<file path="src/rtl/boid_display_pkg.sv">
// -----------------------------------------------------------------------------
// boid_display_pkg
// Shared constants and types for the boid display path (plotter + 1-bit
// double-buffered display memory).
//   SCREEN_W / SCREEN_H : visible raster size in pixels
//   X_WIDTH / Y_WIDTH   : boid coordinate widths (unsigned)
//   ADDR_WIDTH          : linear pixel address width (y*SCREEN_W + x)
//   plot_state_t        : plotter FSM state encoding
//   row_base_of()       : start address of a raster row
// -----------------------------------------------------------------------------
package boid_display_pkg;

  localparam int unsigned SCREEN_W   = 640;
  localparam int unsigned SCREEN_H   = 480;
  localparam int unsigned X_WIDTH    = 10;
  localparam int unsigned Y_WIDTH    = 9;
  localparam int unsigned ADDR_WIDTH = 19;

  typedef enum logic [2:0] {
    ST_IDLE  = 3'd0,
    ST_FETCH = 3'd1,
    ST_WAIT  = 3'd2,
    ST_LOAD  = 3'd3,
    ST_PLOT  = 3'd4,
    ST_SWAP  = 3'd5
  } plot_state_t;

  // Multiply by a constant; synthesis reduces this to a shift-add
  // (640 = 512 + 128 at the default screen width).
  function automatic logic [ADDR_WIDTH-1:0] row_base_of(input logic [Y_WIDTH-1:0] y);
    return ADDR_WIDTH'(y) * ADDR_WIDTH'(SCREEN_W);
  endfunction

endpackage

</file>
<file path="src/rtl/boid_plotter_if.sv">
// -----------------------------------------------------------------------------
// boid_plotter_if
// Bus bundle between the plotter, the boid position table and the display
// memory write port.
//   boid_rd_idx : table read index               (plotter -> table)
//   boid_x/y    : table read data, 2-cycle latency (table -> plotter)
//   we          : pixel write enable             (plotter -> display memory)
//   write_addr  : pixel address y*SCREEN_W + x   (plotter -> display memory)
//   write_data  : pixel value, 1 when we=1       (plotter -> display memory)
//   swap        : frame-end bank swap pulse      (plotter -> display memory)
// Modports: master = plotter side, slave = table/display-memory side.
// -----------------------------------------------------------------------------
interface boid_plotter_if #(
  parameter int IDX_W = 6
) ();
  import boid_display_pkg::*;

  logic [IDX_W-1:0]      boid_rd_idx;
  logic [X_WIDTH-1:0]    boid_x;
  logic [Y_WIDTH-1:0]    boid_y;
  logic                  we;
  logic [ADDR_WIDTH-1:0] write_addr;
  logic                  write_data;
  logic                  swap;

  modport master (
    output boid_rd_idx, we, write_addr, write_data, swap,
    input  boid_x, boid_y
  );

  modport slave (
    input  boid_rd_idx, we, write_addr, write_data, swap,
    output boid_x, boid_y
  );

endinterface

</file>
<file path="src/rtl/boid_sprite_addr_gen.sv">
// -----------------------------------------------------------------------------
// boid_sprite_addr_gen
// Walks one SPRITE x SPRITE square, row-major (dy outer, dx inner), and
// presents the pixel address and clip flag for the current position.
//   clk     : system clock
//   i_load  : capture boid x/y, compute row base, clear dx/dy
//   i_step  : advance to the next pixel of the square
//   i_x/i_y : boid coordinates (sampled on i_load)
//   o_addr  : row_base + x + dx
//   o_en    : pixel lies on screen (x+dx < SCREEN_W and y+dy < SCREEN_H)
//   o_last  : current position is the final pixel of the square
// Holds only datapath state, so it carries no reset: every use is preceded
// by an i_load.
// -----------------------------------------------------------------------------
module boid_sprite_addr_gen
  import boid_display_pkg::*;
#(
  parameter int SPRITE = 2
) (
  input  logic                  clk,
  input  logic                  i_load,
  input  logic                  i_step,
  input  logic [X_WIDTH-1:0]    i_x,
  input  logic [Y_WIDTH-1:0]    i_y,
  output logic [ADDR_WIDTH-1:0] o_addr,
  output logic                  o_en,
  output logic                  o_last
);

  // SPRITE is at most 4, so a 3-bit counter covers 0..SPRITE without wrap.
  localparam int                CW   = 3;
  localparam logic [CW-1:0]     LAST = CW'(SPRITE - 1);
  localparam logic [X_WIDTH:0]  XLIM = (X_WIDTH + 1)'(SCREEN_W);
  localparam logic [Y_WIDTH:0]  YLIM = (Y_WIDTH + 1)'(SCREEN_H);

  logic [X_WIDTH-1:0]    r_x;
  logic [Y_WIDTH-1:0]    r_y;
  logic [CW-1:0]         r_dx;
  logic [CW-1:0]         r_dy;
  logic [ADDR_WIDTH-1:0] r_row_base;

  logic [X_WIDTH:0]      w_xs;
  logic [Y_WIDTH:0]      w_ys;

  always_ff @(posedge clk) begin
    if (i_load) begin
      r_x        <= i_x;
      r_y        <= i_y;
      r_row_base <= row_base_of(i_y);
      r_dx       <= '0;
      r_dy       <= '0;
    end else if (i_step) begin
      if (r_dx == LAST) begin
        // End of a sprite row: move the base down one raster line.
        r_dx       <= '0;
        r_dy       <= r_dy + CW'(1);
        r_row_base <= r_row_base + ADDR_WIDTH'(SCREEN_W);
      end else begin
        r_dx       <= r_dx + CW'(1);
      end
    end
  end

  // One extra bit on each coordinate sum so the clip compare never wraps
  // for boids sitting at the right/bottom edge.
  assign w_xs   = {1'b0, r_x} + (X_WIDTH + 1)'(r_dx);
  assign w_ys   = {1'b0, r_y} + (Y_WIDTH + 1)'(r_dy);
  assign o_en   = (w_xs < XLIM) && (w_ys < YLIM);
  assign o_addr = r_row_base + ADDR_WIDTH'(r_x) + ADDR_WIDTH'(r_dx);
  assign o_last = (r_dx == LAST) && (r_dy == LAST);

endmodule

</file>
<file path="src/rtl/boid_plotter.sv">
// -----------------------------------------------------------------------------
// boid_plotter
// On each frame_start, scans the boid position table and writes every boid as
// a SPRITE x SPRITE square of set pixels into the display memory, clipped to
// the screen, then pulses swap so the display memory flips banks.
//   clk         : system clock
//   reset       : synchronous, active-high; aborts any frame in progress
//   frame_start : one-cycle request to plot a new frame
//   bus         : master side of boid_plotter_if (table read + pixel write
//                 port + swap)
//   busy        : frame in progress (cycle after accept through SWAP state)
//   overrun     : sticky, frame_start seen while busy; cleared by reset
// Per-boid cost is fixed: 3 cycles to fetch, plus SPRITE^2 plot cycles when
// the boid's origin is on screen. Clipped pixels still take their cycle.
// we/write_addr/write_data/swap are registered, one cycle behind the FSM.
// -----------------------------------------------------------------------------
module boid_plotter
  import boid_display_pkg::*;
#(
  parameter int NUM_BOIDS      = 64,
  parameter int BOID_IDX_WIDTH = 6,
  parameter int SPRITE         = 2
) (
  input  logic          clk,
  input  logic          reset,
  input  logic          frame_start,
  boid_plotter_if.master bus,
  output logic          busy,
  output logic          overrun
);

  localparam logic [BOID_IDX_WIDTH-1:0] LAST_IDX = BOID_IDX_WIDTH'(NUM_BOIDS - 1);

  plot_state_t              r_state;
  logic [BOID_IDX_WIDTH-1:0] r_idx;
  logic                     r_we;
  logic [ADDR_WIDTH-1:0]    r_addr;
  logic                     r_wdata;
  logic                     r_swap;
  logic                     r_busy;
  logic                     r_overrun;

  logic                     w_off_screen;
  logic                     w_load;
  logic                     w_step;
  logic [ADDR_WIDTH-1:0]    w_pix_addr;
  logic                     w_pix_en;
  logic                     w_pix_last;

  // The boid origin decides whether the square is plotted at all; partial
  // overhang is handled per pixel by the address generator.
  assign w_off_screen = (bus.boid_x >= X_WIDTH'(SCREEN_W)) ||
                        (bus.boid_y >= Y_WIDTH'(SCREEN_H));
  assign w_load       = (r_state == ST_LOAD);
  assign w_step       = (r_state == ST_PLOT);

  boid_sprite_addr_gen #(
    .SPRITE (SPRITE)
  ) u_addr_gen (
    .clk    (clk),
    .i_load (w_load),
    .i_step (w_step),
    .i_x    (bus.boid_x),
    .i_y    (bus.boid_y),
    .o_addr (w_pix_addr),
    .o_en   (w_pix_en),
    .o_last (w_pix_last)
  );

  always_ff @(posedge clk) begin
    if (reset) begin
      r_state   <= ST_IDLE;
      r_idx     <= '0;
      r_we      <= 1'b0;
      r_addr    <= '0;
      r_wdata   <= 1'b0;
      r_swap    <= 1'b0;
      r_busy    <= 1'b0;
      r_overrun <= 1'b0;
    end else begin
      r_we    <= 1'b0;
      r_wdata <= 1'b0;
      r_swap  <= 1'b0;

      // Any request outside IDLE (SWAP included) is dropped and flagged.
      if (frame_start && (r_state != ST_IDLE)) begin
        r_overrun <= 1'b1;
      end

      case (r_state)
        ST_IDLE: begin
          if (frame_start) begin
            r_idx   <= '0;
            r_busy  <= 1'b1;
            r_state <= ST_FETCH;
          end
        end

        // r_idx is already on boid_rd_idx during FETCH; WAIT covers the
        // second cycle of table latency so data is valid in LOAD.
        ST_FETCH: r_state <= ST_WAIT;
        ST_WAIT:  r_state <= ST_LOAD;

        ST_LOAD: begin
          if (w_off_screen) begin
            if (r_idx == LAST_IDX) begin
              r_state <= ST_SWAP;
            end else begin
              r_idx   <= r_idx + BOID_IDX_WIDTH'(1);
              r_state <= ST_FETCH;
            end
          end else begin
            r_state <= ST_PLOT;
          end
        end

        ST_PLOT: begin
          r_we    <= w_pix_en;
          r_wdata <= w_pix_en;
          r_addr  <= w_pix_addr;
          if (w_pix_last) begin
            if (r_idx == LAST_IDX) begin
              r_state <= ST_SWAP;
            end else begin
              r_idx   <= r_idx + BOID_IDX_WIDTH'(1);
              r_state <= ST_FETCH;
            end
          end
        end

        ST_SWAP: begin
          r_swap  <= 1'b1;
          r_busy  <= 1'b0;
          r_state <= ST_IDLE;
        end

        default: r_state <= ST_IDLE;
      endcase
    end
  end

  assign bus.boid_rd_idx = r_idx;
  assign bus.we          = r_we;
  assign bus.write_addr  = r_addr;
  assign bus.write_data  = r_wdata;
  assign bus.swap        = r_swap;
  assign busy            = r_busy;
  assign overrun         = r_overrun;

endmodule

</file>
<file path="src/flat_wrapper.sv">
// flat-port wrapper written by rule: the top's interface ports become plain ports
module boid_plotter_flat import boid_display_pkg::*;
#(
  parameter int NUM_BOIDS      = 64,
  parameter int BOID_IDX_WIDTH = 6,
  parameter int SPRITE         = 2
)
  (clk, reset, frame_start, busy, overrun, bus_boid_rd_idx, bus_we, bus_write_addr, bus_write_data, bus_swap, bus_boid_x, bus_boid_y);
  boid_plotter_if #(.IDX_W(6)) bus_i ();
  input  logic clk;
  input  logic reset;
  input  logic frame_start;
  output logic busy;
  output logic overrun;
  output wire logic [$bits(bus_i.boid_rd_idx)-1:0] bus_boid_rd_idx;
  output wire logic [$bits(bus_i.we)-1:0] bus_we;
  output wire logic [$bits(bus_i.write_addr)-1:0] bus_write_addr;
  output wire logic [$bits(bus_i.write_data)-1:0] bus_write_data;
  output wire logic [$bits(bus_i.swap)-1:0] bus_swap;
  input wire logic [$bits(bus_i.boid_x)-1:0] bus_boid_x;
  input wire logic [$bits(bus_i.boid_y)-1:0] bus_boid_y;
  assign bus_boid_rd_idx = bus_i.boid_rd_idx;
  assign bus_we = bus_i.we;
  assign bus_write_addr = bus_i.write_addr;
  assign bus_write_data = bus_i.write_data;
  assign bus_swap = bus_i.swap;
  assign bus_i.boid_x = bus_boid_x;
  assign bus_i.boid_y = bus_boid_y;
  boid_plotter #(.NUM_BOIDS(NUM_BOIDS), .BOID_IDX_WIDTH(BOID_IDX_WIDTH), .SPRITE(SPRITE)) u_core (.clk(clk), .reset(reset), .frame_start(frame_start), .bus(bus_i), .busy(busy), .overrun(overrun));
endmodule
</file>
<file path="config.mk">
export PLATFORM = sky130hd
export DESIGN_NAME = boid_plotter_flat
export DESIGN_NICKNAME = d
export VERILOG_FILES = /design/src/rtl/boid_display_pkg.sv /design/src/rtl/boid_plotter_if.sv /design/src/rtl/boid_sprite_addr_gen.sv /design/src/rtl/boid_plotter.sv /design/src/flat_wrapper.sv
export SDC_FILE = /design/constraint.sdc
export NUM_CORES = 1
export LEC_CHECK = 0
export BUFFER_PORTS_ARGS = -buffer_cell sky130_fd_sc_hd__buf_2
export CORE_MARGIN = 4
export CORE_UTILIZATION = 50
export CTS_BUF_LIST = sky130_fd_sc_hd__clkbuf_2
export CTS_CLUSTER_DIAMETER = 150
export DETAILED_ROUTE_END_ITERATION = 7
export GPL_TIMING_DRIVEN = 0
export PLACE_DENSITY = 0.71
export SYNTH_ARGS = -nofsm -noshare
export SYNTH_HDL_FRONTEND = slang
export SYNTH_SLANG_ARGS = --single-unit
</file>
<file path="constraint.sdc">
create_clock -name clk -period 2.6 [get_ports clk]
set_input_delay 0.39 -clock clk [delete_from_list [all_inputs] [get_ports clk]]
set_output_delay 0.39 -clock clk [all_outputs]
set_load 0.01 [all_outputs]
</file>
==> results by group, run 1 <==
Outcome
  • Status: complete, no violations

Synth
  • Post-synthesis cell area: 0.00376 sq mm
  • Register bit count reported by yosys: 69
  • Sequential-to-total area share from yosys stat: 45.0%
  • Post-synthesis cell count: 375
  • Synthesized net count: 425
  • Synth Area in Adders: 9.71%
  • Fraction of registers with async set/reset: 0%
  • Simple-gate share of the synthesized area: approximately 17%
  • Post-synthesis mux area share: less than 1%
  • Synth unique cells: 54
  • EDFF count, synth: 31
  • Avg Synthesized Cell Area: 10.0 sq um
  • Synth Area in XOR/XNOR: 7.22%
  • Main synth FF type: dfxtp_1
  • Main combinational cell family by area after synthesis: compound AO/OA/AOI/OAI gates
  • Compound-gate portion of the synthesized area: 17.0%
  • YS warnings: 0

Floorplanning
  • Die Y: 94.7 microns
  • Initial Utilization: ~52%
  • Die Wd: approximately 95 microns
  • Core area: 0.00729 sq mm
  • Die area: 0.00898 sq mm
  • Number of I/O pins: 52
  • Row count: 31

Worst hold path
  • Worst hold path cell count: 1
  • Hold_sp: bus_boid_x[3]
  • Hold Path End: u_core.u_addr_gen.r_x[3]
  • Worst Hold Class: in2reg

Finish
  • Most common cell after layout, fill and taps aside: buf_2
  • Synthesis-to-finish area growth: 15.0%
  • Share of post-route cells with drive strength above 1: 18.6%
  • # diodes: 0
  • Design area: 0.00433 sq mm
  • Final non-filler cell total: 546
  • Nets: 492
  • Most frequent cells in the layout: buf_2 (52), nor2_1 (40), dfxtp_1 (38)
  • Filler cell count: between 600 and 700

Drt
  • Post-DRT Antenna Nets: 0
  • DRC Markers: 0
  • Avg WL per Cell: approximately 15 microns
  • Routed WL: 8110 microns
  • Vias/cell: 5.45
  • Detailed-route via count: 2973
  • Starting DRT DRC Count: 160
  • DR pass1 iterations: 4

Clock tree
  • Clk_lat worst skew: 0.49 ns
  • Clk sinks: 69
  • Maximum clock insertion buffer count: 2
  • Post-CTS setup buffers: 0
  • CTS buffer count: 9
  • Number of H-tree levels: 3
  • CTS tree: built
  • CTS clk-pin slew, worst paths: around 0.18 ns
  • Root Buffer: clkbuf_2

Critical path
  • Critical path type: reg2reg
  • Crit path max fanout: 7
  • R2r setup slk: 0.26 ns
  • Critical path startpoint category: flop
  • Reg-to-Reg Start: u_core.u_addr_gen.r_dx[0]
  • CP required: 3.00 ns
  • RR Endpoint: u_core.bus.write_addr[16]
  • Cells on worst reg2reg path: 7
  • Crit end category: flop
  • Arrival @ worst endpoint: 2.74 ns

Power
  • Sw Pwr: 0.701 mW
  • P_int: between 1.5 and 2 mW
  • Clock share of power: 27.6%
  • Maximum VDD drop: between 0.2 and 0.3 mV
  • Cell Pwr Density: between 500 and 600 mW/mm^2
  • Flop pwr share: 52.7%
  • Combinational share of power: 19.7%
  • Leak: 1.77 nW
  • Sw frac: between 20% and 30%
  • Overall power: 2.44 mW

Place
  • RePlAce Congestion: 0.872
  • Area after DPL: 0.00414 sq mm
  • Count of input and output buffers: 51
  • Detailed placer's ending HPWL: ~6100 microns
  • Cells after DPL: 525

STA
  • Slew @ Worst Pin: approximately 0.68 ns
  • Max Fclk: 0.428 GHz
  • RSZ-0062 raised after global routing: false
  • Final Skew: approximately 0.028 ns
  • Count of final setup violators: 0
  • Fin. max-slew vios: 0
  • Min Clock Period, post-route: 2.34 ns
  • WHS: around 0.08 ns
  • Period utilisation layout: 89.8%
  • Slew HR: 54.7%
  • Final hold vios: 0

Global route
  • GRT Resource Usage Total: 19.1%
  • Vias in the first global route: 2800
  • Global-route wire length before repair: 13200 microns
  • Congestion Overflow GR: 0
  • Largest net degree at the start of global routing: 29
  • Initial antenna violation count: 0

Flow run
  • Maximum Capacitance Violations: 0
==> logic make-up (layout without fill, tap and decap cells) <==
family                   count (synthesis)  in the layout
flip-flops                              69             69
AO/OA/AOI/OAI                           94             94
multiplexers                             3              3
buffers and inverters                   24             96
AND/OR/NAND/NOR                        126            126
adder cells (fa/ha/maj)                 28             28
XOR/XNOR                                31             31
==> final cells by class <==
class	count	area [sq um]	share of cell area (%)
clock inverters	6	77.6	1.79
well taps	99	124	2.86
inverters	8	30.0	0.694
repair buffers	56	305	7.06
flip-flops and latches	69	1690	39.1
clock buffers	10	50.0	1.16
plain buffers	16	109	2.52
multi-input cells	282	1940	44.8
==> cells in the mapped netlist (7+ instances only) <==
| cell type | instances | area [sq um] |
|---|---|---|
| a211oi_1 | 13 | 97.6 |
| a21oi_1 | 25 | 125 |
| clkbuf_1 | 9 | 33.8 |
| dfxtp_1 | 38 | 761 |
| edfxtp_1 | 31 | 931 |
| ha_1 | 26 | 325 |
| inv_1 | 8 | 30.0 |
| nand2_1 | 28 | 105 |
| nand3_1 | 11 | 55.1 |
| nor2_1 | 40 | 150 |
| nor3_1 | 7 | 35.0 |
| o21ai_0 | 18 | 90.1 |
| xnor2_1 | 10 | 87.6 |
| xor2_1 | 21 | 184 |
==> sequential cells by signal, summed over array words and instances (netlist names), 3 cells and up <==
signal and count:
u_core.bus.boid_rd_idx 6, u_core.bus.write_addr 19, u_core.r_state 3, u_core.u_addr_gen.r_dx 3, u_core.u_addr_gen.r_dy 3, u_core.u_addr_gen.r_row_base 12, u_core.u_addr_gen.r_x 10, u_core.u_addr_gen.r_y 9
==> layer usage <==
layer / global-route usage (%) / vias up / share of wire, %
met1: 23.7 / 1378 / 45
li1: - / 1525 / -
met3: 5.34 / 4 / 4.9
met2: 32.8 / 66 / 50
met4: 4.93 / 0 / 0.74
met5: 0 / - / 0
==> metrics by stage <==
step / TNS [ns] / worst slack [ns] / util [%]
6_report: 0 / 0.265 / 59.3
4_1_cts: 0 / 0.0664 / 58.6
2_1_floorplan: 0 / 0.290 / -
3_3_place_gp: -0.0198 / -0.0198 / 56.8
5_1_grt: 0 / 0.0829 / 59.3
3_5_place_dp: -0.0888 / -0.0818 / 56.8
==> timing repair <==
action	CTS	global route
gates resized for setup	1	1
endpoints found under the hold margin	0	5
hold buffers	0	5
setup endpoints to repair	2	4
==> worst max-delay path by stage <==
stage	from	end	slack [ns]	cells past startpoint
6_report	u_core.u_addr_gen.r_dx[0]	u_core.bus.write_addr[16]	0.26	7
5_1_grt	u_core.u_addr_gen.r_dx[0]	u_core.bus.write_addr[12]	0.08	7
4_1_cts	u_core.u_addr_gen.r_dx[0]	u_core.bus.write_addr[18]	0.07	7
3_5_place_dp	bus_boid_y[1]	u_core.u_addr_gen.r_row_base[16]	-0.08	9
3_3_place_gp	bus_boid_y[1]	u_core.u_addr_gen.r_row_base[16]	-0.02	9
2_1_floorplan	bus_boid_y[1]	u_core.u_addr_gen.r_row_base[16]	0.29	8
==> power by group through the flow <==
stage               sequential [mW]  clock (mW)  combinational, mW
global route                   1.30       0.754              0.544
detailed placement             1.31           0              0.472
CTS                            1.28       0.693              0.476
global placement               1.30           0              0.459
finish                         1.28       0.674              0.481
floorplan                      1.30           0              0.344
==> critical path, stage by stage (launching register included) <==
cell and delay [ns]:
dfxtp_1 0.53, ha_1 0.26, fa_1 0.24, a21oi_1 0.15
o31ai_2 0.51, nand3_1 0.16, xor2_1 0.17, a211oi_1 0.23
Power figures use the tool's default switching activity.
==> run 2, diff against run 1 <==
ABC_AREA = 1   (was not set)
clock period = 2.2 ns   (was 2.6 ns; I/O delays follow)
==> results by group, run 2 <==
Clock tree
  • CTS buffer count: 9
  • CTS tree: built
  • Number of H-tree levels: 3
  • Root Buffer: clkbuf_2
  • Post-CTS setup buffers: 0
  • Clk sinks: 69
  • Clk_lat worst skew: 0.49 ns
  • CTS clk-pin slew, worst paths: ~0.19 ns
  • Maximum clock insertion buffer count: 2

Floorplanning
  • Die Wd: 97.2 microns
  • Row count: 32
  • Die area: about 0.0095 sq mm
  • Number of I/O pins: 52
  • Initial Utilization: 51.5%
  • Die Y: about 97 microns
  • Core area: 0.00773 sq mm

Synth
  • Simple-gate share of the synthesized area: 28.1%
  • Post-synthesis mux area share: 0%
  • Leading area contributor after synthesis: edfxtp_1
  • Post-synthesis cell count: approximately 500
  • Post-synthesis cell area: 0.00398 sq mm
  • Main combinational cell family by area after synthesis: simple AND/OR/NAND/NOR gates
  • Main synth FF type: dfxtp_1
  • Post-synth top cells: nand2_1 (124), nor2_1 (59), inv_1 (49)
  • Synthesized net count: 549
  • Synth Area in XOR/XNOR: 2.64%
  • Avg Synthesized Cell Area: 7.98 sq um
  • Sequential-to-total area share from yosys stat: a little over two fifths
  • Fraction of registers with async set/reset: 0%
  • Synth Area in Adders: 9.17%
  • Count leader, synth: nand2_1
  • Share of the synthesized area in the top cell type: 23.4%
  • Top cells by area, synth: edfxtp_1 (23%), dfxtp_1 (19%), nand2_1 (12%)
  • Synth unique cells: 43
  • Compound-gate portion of the synthesized area: 10.5%
  • YS warnings: 0
  • Register bit count reported by yosys: a little under 70
  • EDFF count, synth: 31

Place
  • Area after DPL: 0.00437 sq mm
  • RePlAce Congestion: 0.848
  • Detailed placer's ending HPWL: ~6600 microns
  • Count of input and output buffers: 51
  • Cells after DPL: 652

Outcome
  • Status: complete, no violations

STA
  • Final hold vios: 0
  • Min Clock Period, post-route: roughly 1.9 ns
  • Slew @ Worst Pin: 0.598 ns
  • Slew HR: 60.1%
  • RSZ-0062 raised after global routing: false
  • Fin. max-slew vios: 0
  • WHS: roughly 0.051 ns
  • Final Skew: 0.0243 ns
  • Period utilisation layout: between 80% and 90%
  • Max Fclk: 0.515 GHz
  • Count of final setup violators: 0

Critical path
  • Slowest cell on crit path: edfxtp_1
  • Critical path type: reg2reg
  • Crit path max fanout: 9
  • Critical path startpoint category: flop
  • Arrival @ worst endpoint: 2.35 ns
  • Worst-path cell chain: ha_1 -> fa_1 -> nand2_1 -> nand2_1 -> nand3_2 -> o21ai_4 -> xor2_1 -> nand2_1 -> nand2_1 -> inv_1
  • Most used cell, CP: nand2_1
  • CP max stage delay: 0.41 ns
  • CP required: 2.61 ns
  • Crit end category: flop

Drt
  • Detailed-route via count: 3419
  • Starting DRT DRC Count: 170
  • Routed WL: 8530 microns
  • Avg WL per Cell: 12.5 microns
  • Vias/cell: 5.03
  • Post-DRT Antenna Nets: 0
  • DRC Markers: 0
  • DR pass1 iterations: 4
  • WL met1: 3860 microns
  • DR WL met3: 495 microns
  • Max Used Layer: met4
  • Met2 wire len: 4030 microns

Power
  • Combinational share of power: 20.4%
  • Leak: around 2.2 nW
  • Maximum VDD drop: 0.277 mV
  • Sw Pwr: 0.832 mW
  • Flop pwr share: between 50% and 60%
  • Sw frac: a little under a third
  • P_int: 1.90 mW
  • Clock share of power: between 20% and 30%
  • Cell Pwr Density: 596 mW/mm^2

Finish
  • Final non-filler cell total: 680
  • Largest register FFs: 19
  • Nets: 623
  • Most common cell after layout, fill and taps aside: nand2_1
  • # diodes: 0
  • Share of post-route cells with drive strength above 1: 17.1%
  • Filler cell count: 717
  • Most frequent cells in the layout: nand2_1 (124), nor2_1 (59), buf_2 (55)
  • Synthesis-to-finish area growth: 15.3%
  • Design area: 0.00459 sq mm

Global route
  • Congestion Overflow GR: 0
  • Initial antenna violation count: 0
  • GRT Resource Usage Total: about a fifth
  • Largest net degree at the start of global routing: 29
  • Vias in the first global route: 3232
  • Global-route wire length before repair: 14600 microns

Flow run
  • Maximum Capacitance Violations: 0

Worst hold path
  • Worst Hold Class: in2reg
[run 2: changes by cell type after synthesis, moves of 5 or more]
cell / delta
nor3b_1: -6
inv_1: +41
and3_1: -5
nor2_1: +19
a211oi_1: -11
nand2_1: +96
nand3_1: +26
clkbuf_1: -8
a21o_1: -5
o21ai_1: +12
xor2_1: -15
[run 2: repair_timing]
action	in CTS	in global routing
gates resized for setup	0	0
endpoints found under the hold margin	10	2
hold buffers	10	2
[run 2: cell families (layout without fill, tap and decap cells)]
| kind of cell | Yosys count | count (layout) |
|---|---|---|
| xor+xnor | 12 | 12 |
| simple gates | 252 | 252 |
| fa+ha+maj | 28 | 28 |
| buf+inv | 65 | 144 |
| compound gates | 73 | 73 |
| flops | 69 | 69 |
[run 2: power by group through the flow]
stage          clock, mW  combinational [mW]  sequential, mW
4_1_cts            0.736               0.558            1.48
3_5_place_dp           0               0.541            1.50
3_3_place_gp           0               0.523            1.50
2_1_floorplan          0               0.393            1.50
5_1_grt            0.799               0.641            1.49
6_report           0.701               0.559            1.48
[run 2: layout make-up]
type                       instances  area, sq um  area share (%)
inverter                          55          211            4.61
multi-input combinational        365         2010            43.7
clock buffer                      11         55.1            1.20
timing repair buffer              63          375            8.18
tap                              102          128            2.78
sequential                        69         1690            36.8
clock inverter                     5         50.0            1.09
buffer                            10         72.6            1.58
[run 2: worst paths after layout]
check / from / slack, ns / cells after the start / to
setup / recovery: u_core.u_addr_gen.r_x[0] / 0.26 / 10 / u_core.bus.write_addr[10]
hold / removal: bus_boid_y[3] / 0.05 / 1 / u_core.u_addr_gen.r_y[3]
setup reg to reg: u_core.u_addr_gen.r_x[0] / 0.26 / 10 / u_core.bus.write_addr[10]
hold reg to reg: u_core.busy / 0.49 / 2 / u_core.busy
[run 2: metal layers]
| layer | track usage [%] | vias up |
|---|---|---|
| met5 | 0 | - |
| met4 | 7.56 | 0 |
| met3 | 3.52 | 15 |
| met2 | 31.4 | 84 |
| met1 | 24.0 | 1511 |
| li1 | - | 1809 |
[run 2: critical path: cells and delay by family (launching register included)]
family	cells	cell delay [ns]
AOI/OAI and AO/OA	1	0.11
xor gates and xnor gates	1	0.20
adders and majority gates	2	0.67
buffers and inverters	1	0.03
DFF	1	0.41
and+or+nand+nor	5	0.44
[run 2: per-stage QoR]
stage | TNS [ns] | worst slack, ns | utilization [%] | total power, mW
finish | 0 | 0.259 | 59.4 | 2.74
detailed placement | -0.167 | -0.167 | 56.5 | 2.05
CTS | 0 | 0.241 | 59.1 | 2.77
global route | 0 | 0.118 | 59.4 | 2.93
floorplan | 0 | 0.128 | - | 1.89
global placement | -0.112 | -0.112 | 56.5 | 2.02
